File: config.mk
export PLATFORM = sky130hd
export DESIGN_NAME = synapse_mem_arbiter
export DESIGN_NICKNAME = d
export VERILOG_FILES = /design/src/rtl/synapse_mem_arbiter.sv
export SDC_FILE = /design/constraint.sdc
export NUM_CORES = 1
export LEC_CHECK = 0
export CORE_AREA = 2 2 86 88
export DETAILED_ROUTE_END_ITERATION = 8
export DIE_AREA = 0 0 88 90
export PLACE_DENSITY = 0.81
export SKIP_LAST_GASP = 1
export SYNTH_ARGS = -nofsm -noshare
export SYNTH_HDL_FRONTEND = slang
export SYNTH_SLANG_ARGS = --single-unit
File: constraint.sdc
create_clock -name CLK -period 2.6 [get_ports CLK]
set_input_delay 0.52 -clock CLK [delete_from_list [all_inputs] [get_ports CLK]]
set_output_delay 0.52 -clock CLK [all_outputs]
set_load 0.05 [all_outputs]
File: src/rtl/synapse_mem_arbiter.sv
// Shares the single-port synapse SRAM between the OBI bus path and the charge-path word fetch.
// Define SYN_ARB_PERF_EN to add the free-running grant/stall performance counters.
module synapse_mem_arbiter #(
    parameter int ADDR_W     = 13,
    parameter int DATA_W     = 32,
    parameter int STARVE_MAX = 8
) (
    input  logic              CLK,
    input  logic              RST,
    input  logic              inference_act_i,
    input  logic              bus_req_i,
    input  logic              bus_we_i,
    input  logic [3:0]        bus_be_i,
    input  logic [ADDR_W-1:0] bus_addr_i,
    input  logic [DATA_W-1:0] bus_wdata_i,
    output logic              bus_gnt_o,
    output logic              bus_rvalid_o,
    output logic [DATA_W-1:0] bus_rdata_o,
    input  logic              core_req_i,
    input  logic [ADDR_W-1:0] core_addr_i,
    output logic              core_gnt_o,
    output logic              core_rvalid_o,
    output logic [DATA_W-1:0] core_rdata_o,
    output logic              mem_req_o,
    output logic              mem_we_o,
    output logic [3:0]        mem_be_o,
    output logic [ADDR_W-1:0] mem_addr_o,
    output logic [DATA_W-1:0] mem_wdata_o,
    input  logic [DATA_W-1:0] mem_rdata_i
`ifdef SYN_ARB_PERF_EN
    ,
    output logic [31:0]       perf_core_gnt_o,
    output logic [31:0]       perf_bus_gnt_o,
    output logic [31:0]       perf_bus_stall_o
`endif
);

    typedef enum logic [1:0] {
        IDLE = 2'd0,
        CORE = 2'd1,
        BUS  = 2'd2
    } state_e;

    localparam logic [7:0] STARVE_LIM = 8'(STARVE_MAX);

    state_e     state_q, state_d;
    logic [7:0] starve_cnt_q, starve_cnt_d;
    logic       resp_valid_q, resp_valid_d;
    logic       resp_core_q, resp_core_d;
    logic       resp_we_q, resp_we_d;
    logic       bus_win;
    logic       core_win;
    logic       starve_hit;

    always_ff @(posedge CLK) begin
        if (RST) begin
            state_q      <= IDLE;
            starve_cnt_q <= '0;
            resp_valid_q <= 1'b0;
            resp_core_q  <= 1'b0;
            resp_we_q    <= 1'b0;
        end else begin
            state_q      <= state_d;
            starve_cnt_q <= starve_cnt_d;
            resp_valid_q <= resp_valid_d;
            resp_core_q  <= resp_core_d;
            resp_we_q    <= resp_we_d;
        end
    end

    // The counter can only be non-zero after a core win, so the limit is checked in CORE only.
    assign starve_hit = (state_q == CORE) && (starve_cnt_q == STARVE_LIM);

    always_comb begin
        state_d = IDLE;
        if (bus_win) begin
            state_d = BUS;
        end else if (core_win) begin
            state_d = CORE;
        end

        starve_cnt_d = starve_cnt_q;
        if (bus_win || !bus_req_i) begin
            starve_cnt_d = '0;
        end else if (core_win && (starve_cnt_q != STARVE_LIM)) begin
            starve_cnt_d = starve_cnt_q + 8'd1;
        end

        resp_valid_d = bus_win || core_win;
        resp_core_d  = core_win;
        resp_we_d    = bus_win && bus_we_i;
    end

    // Grants are suppressed while RST is high so nothing reaches the SRAM during reset.
    always_comb begin
        bus_win  = 1'b0;
        core_win = 1'b0;
        if (!RST) begin
            if (bus_req_i && core_req_i) begin
                if (inference_act_i && !starve_hit) begin
                    core_win = 1'b1;
                end else begin
                    bus_win = 1'b1;
                end
            end else begin
                bus_win  = bus_req_i;
                core_win = core_req_i;
            end
        end

        bus_gnt_o   = bus_win;
        core_gnt_o  = core_win;
        mem_req_o   = bus_win || core_win;
        mem_we_o    = 1'b0;
        mem_be_o    = 4'h0;
        mem_addr_o  = '0;
        mem_wdata_o = '0;
        if (bus_win) begin
            mem_we_o    = bus_we_i;
            mem_be_o    = bus_be_i;
            mem_addr_o  = bus_addr_i;
            mem_wdata_o = bus_wdata_i;
        end else if (core_win) begin
            mem_be_o    = 4'hF;
            mem_addr_o  = core_addr_i;
        end

        bus_rvalid_o  = resp_valid_q && !resp_core_q && !RST;
        core_rvalid_o = resp_valid_q && resp_core_q && !RST;
        bus_rdata_o   = (bus_rvalid_o && !resp_we_q) ? mem_rdata_i : '0;
        core_rdata_o  = core_rvalid_o ? mem_rdata_i : '0;
    end

`ifdef SYN_ARB_PERF_EN
    logic [31:0] perf_core_gnt_q, perf_core_gnt_d;
    logic [31:0] perf_bus_gnt_q, perf_bus_gnt_d;
    logic [31:0] perf_bus_stall_q, perf_bus_stall_d;

    always_comb begin
        perf_core_gnt_d  = perf_core_gnt_q + 32'(core_win);
        perf_bus_gnt_d   = perf_bus_gnt_q + 32'(bus_win);
        perf_bus_stall_d = perf_bus_stall_q + 32'(bus_req_i && !bus_win);
    end

    always_ff @(posedge CLK) begin
        if (RST) begin
            perf_core_gnt_q  <= '0;
            perf_bus_gnt_q   <= '0;
            perf_bus_stall_q <= '0;
        end else begin
            perf_core_gnt_q  <= perf_core_gnt_d;
            perf_bus_gnt_q   <= perf_bus_gnt_d;
            perf_bus_stall_q <= perf_bus_stall_d;
        end
    end

    assign perf_core_gnt_o  = perf_core_gnt_q;
    assign perf_bus_gnt_o   = perf_bus_gnt_q;
    assign perf_bus_stall_o = perf_bus_stall_q;
`endif

endmodule
==> results <==
[area by class of cell]
cell class / count / area, sq um / area share [%]
sequential: 13 / 262 / 4.96
clock buffer: 3 / 41.3 / 0.783
tap: 99 / 124 / 2.35
timing repair buffer: 234 / 3590 / 68.2
inverter: 3 / 11.3 / 0.214
clock inverter: 1 / 5.00 / 0.0950
multi-input combinational: 172 / 1230 / 23.4
[registers in the layout, summed over array words and instances (netlist names)]
name,cells
starve_cnt_q,8
state_q,2
resp_core_q,1
resp_valid_q,1
resp_we_q,1
[power groups by stage]
stage	clock [mW]	combinational, mW	sequential [mW]
final	0.182	0.862	0.206
after detailed placement	0	0.843	0.210
after global routing	0.202	0.890	0.206
after global placement	0	0.831	0.210
after floorplan	0	0.339	0.210
after CTS	0.189	0.849	0.205
[layout by cell type (no fill, tap or decap), types with 2 or more instances in the layout]
cell             instances
inv_1                    3
o21a_1                   3
nand3_1                  2
nor2b_1                  4
clkbuf_16                2
buf_4                    9
dfxtp_1                 12
nand2_1                  9
clkbuf_8                 3
nor2_1                   5
and2_4                   2
ha_1                     2
nand4_1                  2
clkdlybuf4s50_1         98
mux2i_1                  4
a22o_1                  12
and2_1                  96
nand2b_1                 4
a21oi_1                  4
xnor2_1                  3
buf_12                 124
[cells by family after synthesis]
family	count (synthesis)	share of synthesized area, %
buffers and inverters	17	5.75
multiplexers	4	2.63
XOR/XNOR	3	1.73
adder cells (fa/ha/maj)	2	1.64
AND/OR/NAND/NOR	133	53.4
flip-flops	13	17.1
AO/OA/AOI/OAI	30	17.7
[critical path, cell delays in order]
cell,delay (ps)
clkdlybuf4s50_1,510
buf_4,150
a31oi_4,90
buf_12,160
clkbuf_16,170
a22o_1,260
buf_12,150
[per-stage QoR]
stage                     power (mW)  cells
final                           1.25    525
after global placement          1.04    517
after detailed placement        1.05    517
after floorplan                0.549    202
after global routing            1.30    525
after CTS                       1.24    521
[metal layers]
metal / GRT usage, % / wire (um) / vias to the layer above
met1: 22.7 / 3140 / 1092
met2: 42.2 / 5230 / 106
met5: 0 / 0 / -
met3: 6.24 / 752 / 19
met4: 3.21 / 160 / 0
li1: - / - / 1123
[repair_timing]
action / 4_1_cts / 5_1_grt
gates cloned: 0 / 2
pin swaps: 0 / 3
resized for setup: 3 / 7
setup buffers: 0 / 2
endpoints found under the setup margin: 19 / 82
[final timing paths]
kind / cells after the start / start / slack (ps) / to
setup / recovery: 7 / inference_act_i / 50 / mem_addr_o[11]
hold / removal: 2 / starve_cnt_q[7] / 520 / starve_cnt_q[7]
setup reg to reg: 7 / starve_cnt_q[0] / 750 / starve_cnt_q[4]
hold reg to reg: 2 / starve_cnt_q[7] / 520 / starve_cnt_q[7]
==> run metrics <==
synthesized net count=~300; area added between synthesis and finish=246%; Clock Power Share=between 10% and 20%; Post-Synthesis Cell Area=~1500 sq um; FF+latch count, synth=13; sequential element share of the synthesized area=17.1%; Final Setup Violations=0; status=completed; vias in the first global route=between 2000 and 2500; Post-synth ARST share=0%; peak supply drop=about 270 uV; Setup WS pre-CTS=-0.876 ps; PortBufs=approximately 220; WP data required=around 2100 ps; fmax=0.393 GHz; DP Area=a little over 5000 sq um; Max Cap Violations=0; root buffer cell=clkbuf_8; area leader, netlist=and2_1; worst setup margin=between 50 and 60 ps; core area=7020 sq um; H-tree Lvls=1; Hold Crit Class=reg -> reg; DRC=0; chip height=about 90 um; Most used DFF post-synth=dfxtp_1; share of layout cells above drive strength 1=around 36%; internal power=between 0.7 and 0.8 mW; Ys Warns=0; Seq pwr share=around 17%; Synth Instances=a little over 200; clock skew=roughly 2.4 ps; Leak=~2.1 nW; first-pass GRT wire length=around 13000 um; die footprint=just under 8000 sq um; total track usage=a little over a fifth; Crit path arrival time=~2000 ps; Gate power share=roughly 69%; Pre-antenna DRT Iters=4; Hold-fix buffers, CTS=0; clock latency on the worst-skew pair=roughly 250 ps; Tcrit/Tclk final=between 90% and 100%; gpl congestion=roughly 0.91; Fin Setup TNS=0 ps; crit start category=input pin; initial antenna violation count=1; ANT nets after route=0; largest net degree at the start of global routing=34; drt wl/cell=between 15 and 20 um; WHS=roughly 520 ps; gr ovfl total=0; clock tree from TritonCTS=done; final instance area=roughly 5300 sq um; Post-synth top cells=98 x and2_1, 13 x a22o_1, 13 x dfxtp_1; Distinct cells, synth=38; final hold viol count=0; Layout Utilization=between 70% and 80%; Starting DRT DRC Count=80; NumNets Final=roughly 530; most frequent cell after synthesis=and2_1; RSZ-0062 raised after global routing=yes; CP Capture Type=output port; Sw Share=between 30 and 40%; Slew Viols, Final=0; Post-synth EDFFs=0; effective utilization at floorplan=21.7%; switching pwr=approximately 0.48 mW; DP HPWL=around 7800 um; n_diodes=0; Rows=31; vias=around 2300; Synth top area share=roughly 40%; Die Width=between 80 and 90 um; clk slew on worst S/H paths=~60 ps; fillers=468; post-synthesis average cell area=between 7 and 8 sq um; Setup Crit Path Kind=in -> out; Num CTS Buffers=3; Pwr Density=237 nW/um^2; clk buf depth=2; Worst Tran Pin Value=around 590 ps; Vias/cell=about 4.5; I/O pin count=219; worst-path fanout max=15; Routed WL=approximately 9300 um; Max-slew headroom=between 50 and 60%; synth top area cells=and2_1 40%, dfxtp_1 17%, a22o_1 7.5%; Final min period=2550 ps; clock tree sinks=13
No activity file was read; power rests on OpenSTA's default activity.
